`src/rtl/pipe_pkg.sv`:
```
// Shared defaults for the valid/allowin pipeline chain.
package pipe_pkg;

  localparam int PIPE_WIDTH_DEF  = 64;
  localparam int PIPE_STAGES_DEF = 4;

  // Occupancy must represent 0..stages inclusive.
  function automatic int cnt_w(input int stages);
    return $clog2(stages + 1);
  endfunction

endpackage

```
`src/rtl/pipe_slot.sv`:
```
// One valid/data slot: allowin/go handshake with flush overriding the valid update.
module pipe_slot
  import pipe_pkg::*;
#(
  parameter int WIDTH = PIPE_WIDTH_DEF
) (
  input  logic             clk,
  input  logic             reset,
  input  logic             src_valid,
  input  logic [WIDTH-1:0] src_bus,
  input  logic             next_allowin,
  input  logic             ready_go,
  input  logic             flush,
  output logic             go,
  output logic             v_nxt,
  output logic             v,
  output logic [WIDTH-1:0] d
);

  logic             v_q, v_d;
  logic [WIDTH-1:0] d_q, d_d;
  logic             allowin;

  always_comb begin
    allowin = !v_q || (ready_go && next_allowin);
    go      = v_q && ready_go;
    v_d     = v_q;
    d_d     = d_q;
    if (allowin)             v_d = src_valid;
    if (src_valid && allowin) d_d = src_bus;
    // The sender still completes its handshake; only the landing copy dies.
    if (flush)               v_d = 1'b0;
  end

  always_ff @(posedge clk or posedge reset) begin
    if (reset) begin
      v_q <= 1'b0;
      d_q <= '0;
    end else begin
      v_q <= v_d;
      d_q <= d_d;
    end
  end

  assign v_nxt = v_d;
  assign v     = v_q;
  assign d     = d_q;

endmodule

```
`src/rtl/pipe_chain.sv`:
```
// Chain of STAGES valid/allowin slots with per-slot ready-go, flush and taps.
module pipe_chain
  import pipe_pkg::*;
#(
  parameter  int WIDTH  = PIPE_WIDTH_DEF,
  parameter  int STAGES = PIPE_STAGES_DEF,
  localparam int CNT_W  = cnt_w(STAGES)
) (
  input  logic                    clk,
  input  logic                    reset,
  input  logic                    in_valid,
  input  logic [WIDTH-1:0]        in_bus,
  output logic                    in_allowin,
  output logic                    out_valid,
  output logic [WIDTH-1:0]        out_bus,
  input  logic                    out_allowin,
  input  logic [STAGES-1:0]       ready_go,
  input  logic [STAGES-1:0]       flush,
  output logic [STAGES-1:0]       tap_valid,
  output logic [STAGES*WIDTH-1:0] tap_bus,
  output logic [CNT_W-1:0]        occupancy
);

  logic [STAGES-1:0] nxt_ain, go, src_vld, v_nxt;
  logic [CNT_W-1:0]  occ_q, occ_d;

  // Allowin ripples from the output back to slot 0; built in one block so
  // each slot sees its downstream allowin without a self-referencing vector.
  always_comb begin
    logic ain;
    ain = out_allowin;
    for (int i = STAGES - 1; i >= 0; i--) begin
      nxt_ain[i] = ain;
      ain = !tap_valid[i] || (ready_go[i] && ain);
    end
    in_allowin = ain;
  end

  for (genvar i = 0; i < STAGES; i++) begin : g_slot
    logic [WIDTH-1:0] sbus;
    if (i == 0) begin : g_head
      assign src_vld[i] = in_valid;
      assign sbus       = in_bus;
    end else begin : g_body
      assign src_vld[i] = go[i-1];
      assign sbus       = tap_bus[(i-1)*WIDTH +: WIDTH];
    end

    pipe_slot #(.WIDTH(WIDTH)) u_slot (
      .clk          (clk),
      .reset        (reset),
      .src_valid    (src_vld[i]),
      .src_bus      (sbus),
      .next_allowin (nxt_ain[i]),
      .ready_go     (ready_go[i]),
      .flush        (flush[i]),
      .go           (go[i]),
      .v_nxt        (v_nxt[i]),
      .v            (tap_valid[i]),
      .d            (tap_bus[i*WIDTH +: WIDTH])
    );
  end

  always_comb begin
    occ_d = '0;
    for (int i = 0; i < STAGES; i++) occ_d = occ_d + CNT_W'(v_nxt[i]);
  end

  always_ff @(posedge clk or posedge reset) begin
    if (reset) occ_q <= '0;
    else       occ_q <= occ_d;
  end

  assign occupancy = occ_q;
  assign out_valid = go[STAGES-1];
  assign out_bus   = tap_bus[(STAGES-1)*WIDTH +: WIDTH];

endmodule
```
`config.mk`:
```
export PLATFORM = sky130hd
export DESIGN_NAME = pipe_chain
export DESIGN_NICKNAME = d
export VERILOG_FILES = /design/src/rtl/pipe_pkg.sv /design/src/rtl/pipe_slot.sv /design/src/rtl/pipe_chain.sv
export SDC_FILE = /design/constraint.sdc
export NUM_CORES = 1
export LEC_CHECK = 0
export CORE_MARGIN = 8
export CORE_UTILIZATION = 45
export CTS_BUF_LIST = sky130_fd_sc_hd__clkbuf_4
export CTS_CLUSTER_SIZE = 12
export DETAILED_ROUTE_END_ITERATION = 10
export PLACE_DENSITY = 0.82
export SLEW_MARGIN = 20
export SYNTH_ARGS = -nofsm -noshare
export SYNTH_HDL_FRONTEND = slang
export SYNTH_SLANG_ARGS = --single-unit
export TNS_END_PERCENT = 20
```
`constraint.sdc`:
```
create_clock -name clk -period 12.85 [get_ports clk]
set_input_delay 2.57 -clock clk [delete_from_list [all_inputs] [get_ports clk]]
set_output_delay 2.57 -clock clk [all_outputs]
set_load 0.01 [all_outputs]
```
==> metrics.log <==
INFO  metric run_status = completed
INFO  metric nNetsFinal = 1,117
INFO  metric critical_path_required = 10.28 ns
INFO  metric io_buffers = 404
INFO  metric synth-edff-count = 0
INFO  metric cts_htree_levels = 3
INFO  metric ir_worst_vdd = 0.106 mV
INFO  metric final_design_area_no_fill = 15,200 um^2
INFO  metric area_growth = 44.8%
INFO  metric cap_viol_max_count = 0
INFO  metric clk_pin_slew = ~0.060 ns
INFO  metric die_h = 169 um
INFO  metric path_buf_inv = 2
INFO  metric grt_pass1_vias = ~7.4k
INFO  metric cts.hold.buffers_added = 0
INFO  metric yosys.cell_count.top_type = sky130_fd_sc_hd__dfrtp_1
INFO  metric synthTopCellsByCount = 263 x sky130_fd_sc_hd__dfrtp_1, 246 x sky130_fd_sc_hd__mux2_2, 68 x sky130_fd_sc_hd__buf_4
INFO  metric synth_sequential_area_ratio = 0.628
INFO  metric synth_largest_area_cell = sky130_fd_sc_hd__dfrtp_1
INFO  metric finalHoldViolCount = 0
INFO  metric cellPowerDensity = 201 nW/um^2
INFO  metric antenna_found_initial = 1
INFO  metric setup_viol_count_final = 0
INFO  metric synth_top_cells_by_area = sky130_fd_sc_hd__dfrtp_1 63%, sky130_fd_sc_hd__mux2_2 26%, sky130_fd_sc_hd__buf_4 4.9%
INFO  metric min_period = between 6 and 7 ns
INFO  metric timing.final.max_slew_violations = 0
INFO  metric layout-drive-gt1-share = 0.344
INFO  metric ctsRootBufferMaster = sky130_fd_sc_hd__clkbuf_4
INFO  metric layoutNonFillerInstCount = 1,403
INFO  metric global_route_wire_length_before_repair = 44,100 um
INFO  metric ys.warnings.count = 0
INFO  metric timing.setup.tns = 0 ns
INFO  metric cts_inserted_buffers = 73
INFO  metric detailed_place.area = between 10,000 and 15,000 um^2
INFO  metric wl_per_cell = 20.5 um
INFO  metric max_freq = 0.148 GHz
INFO  metric post-layout-total-power = between 3 and 4 mW
INFO  metric async_flop_share = 1.00
INFO  metric worst-setup-path-type = in2out
INFO  metric worst-slew-pin-transition = 1.06 ns
INFO  metric hold_path.class = reg2reg
INFO  metric core-area = 23,200 um^2
INFO  metric dpl.cell_count = 1,282
INFO  metric drt.antenna.violating_nets = 0
INFO  metric detailroute.via_count = 6,786
INFO  metric crit_path_max_incr_delay = 0.56 ns
INFO  metric cts_resized = 0
INFO  metric multi_input_comb_area = 3120 um^2
INFO  metric synthesis.instances = between 600 and 700
INFO  metric detailedRoute.firstIterationViolations = 261
INFO  metric floorplan.initialDensity = 0.452
INFO  metric cts-root-to-sink-buffers = 3
INFO  metric family_with_the_most_delay_on_the_worst_path = buffers and inverters
INFO  metric syn_avg_cell_area = roughly 16 um^2
INFO  metric detail_placement_hpwl = 20,400 um
INFO  metric placementRows = between 50 and 60
INFO  metric yosys_most_used_dff = sky130_fd_sc_hd__dfrtp_1
INFO  metric path_cells = clkdlybuf4s50_1 -> and2_1 -> o2111ai_2 -> nand3_1 -> clkdlybuf4s50_1
INFO  metric drc_errors = 0
INFO  metric routed_via_density = 4.84
INFO  metric synth_cell_type_count = 26
INFO  metric die_width = 169 um
INFO  metric slowest_cell_on_crit_path = sky130_fd_sc_hd__clkdlybuf4s50_1
INFO  metric clock_latency = 0.65 ns
INFO  metric postCtsSetupRepairBufs = 0
INFO  metric critical_path.endpoint_type = output port
INFO  metric clock-sinks = 263
INFO  metric sequential_cell_area = 6580 um^2
INFO  metric synthDominantCellAreaShare = 0.628
INFO  metric global_route.overflow_total = 0
INFO  metric synth_fp_nets = 724
INFO  metric tritoncts = done
INFO  metric min_period_over_period = 0.525
INFO  metric grt_util_all_layers = 0.199
INFO  metric max-slew-margin-rel = 0.294
INFO  metric path_common_cell = sky130_fd_sc_hd__clkdlybuf4s50_1
INFO  metric number_of_iterations_in_the_first_detailed_routing_pass = 4
INFO  metric postRouteWirelength = 28,700 um
INFO  metric ioPinCount = 405
INFO  metric grt_start_max_net_pins = about 130
INFO  metric layout.filler_cells = 1,730
INFO  metric synth_area = 10,500 um^2
INFO  metric grt_setup_unrepaired = no
INFO  metric critPathArrivalTime = 4.18 ns
INFO  metric leakagePower = 6.57 nW
INFO  metric crit_path_max_fanout = 3
INFO  metric die_area = 28,400 um^2
INFO  metric ys_seq_elements = 263
INFO  metric routabilityCongestion = 0.804
INFO  metric skew = 0.0537 ns
INFO  metric cp-start-kind = primary input
cell usage in the layout, fill, tap and decap left out, types with 2 or more instances in the layout:
cell and n:
sky130_fd_sc_hd__clkinv_1 6, sky130_fd_sc_hd__mux2_2 246, sky130_fd_sc_hd__dfrtp_1 263, sky130_fd_sc_hd__buf_4 5, sky130_fd_sc_hd__nand2b_1 2, sky130_fd_sc_hd__clkdlybuf4s50_1 404
sky130_fd_sc_hd__inv_1 5, sky130_fd_sc_hd__ha_1 2, sky130_fd_sc_hd__a21o_1 3, sky130_fd_sc_hd__a21oi_1 3, sky130_fd_sc_hd__clkinv_2 2, sky130_fd_sc_hd__nand2_1 5
sky130_fd_sc_hd__bufinv_16 3, sky130_fd_sc_hd__clkbuf_4 108, sky130_fd_sc_hd__mux2_1 10
registers in the layout (all words and copies together) (netlist names):
| register | cells |
|---|---|
| g_slot.u_slot.v | 4 |
| g_slot.u_slot.d | 256 |
| occupancy | 3 |
path summary, 6_finish.rpt:
check | startpoint | endpoint | slack [ns] | cells after the start
max | ready_go[3] | in_allowin | 6.10 | 5
min | g_slot[2].u_slot.d[31] | g_slot[3].u_slot.d[31] | 0.50 | 1
max reg2reg | g_slot[3].u_slot.v | g_slot[2].u_slot.d[8] | 10.23 | 4
min reg2reg | g_slot[2].u_slot.d[31] | g_slot[3].u_slot.d[31] | 0.50 | 1
max in group asynchronous | reset | g_slot[3].u_slot.d[1] | 8.37 | 4
min in group asynchronous | reset | g_slot[0].u_slot.d[33] | 2.53 | 2
power breakdown:
group          total [mW]  switching [mW]  internal [mW]
logic                1.04           0.387          0.654
registers            1.24           0.184           1.06
clock network       0.771           0.330          0.441
total                3.05           0.901           2.15
final cells by class:
| cell class | count | share of cell area |
|---|---|---|
| clock inverter | 12 | 0.00858 |
| antenna | 1 | 0.000165 |
| sequential | 263 | 0.434 |
| tap | 319 | 0.0263 |
| inverter | 6 | 0.00198 |
| multi-input combinational | 284 | 0.206 |
| clock buffer | 108 | 0.0534 |
| timing repair buffer | 410 | 0.270 |
metrics by stage:
stage / hold WS (ns) / util / worst slack [ns]
2_1_floorplan: 0.544 / - / 3.04
5_1_grt: 0.517 / 0.654 / 6.01
6_report: 0.496 / 0.654 / 6.10
3_5_place_dp: 0.506 / 0.613 / 6.12
3_3_place_gp: 0.490 / 0.613 / 6.14
4_1_cts: 0.492 / 0.654 / 6.11
cell families after synthesis:
kind of cell,count (synthesis),share of synthesized area
flops,263,0.628
compound gates,12,0.0105
simple gates,13,0.00705
mux,256,0.275
fa+ha+maj,3,0.00430
buf+inv,98,0.0745
routing by layer:
| layer | global-route usage | wire [um] | vias up |
|---|---|---|---|
| li1 | - | - | 3006 |
| met1 | 0.212 | 10600 | 3446 |
| met2 | 0.353 | 15000 | 265 |
| met3 | 0.0699 | 2240 | 69 |
| met4 | 0.0877 | 906 | 0 |
| met5 | 0 | 0 | - |
Power figures use the tool's default switching activity.
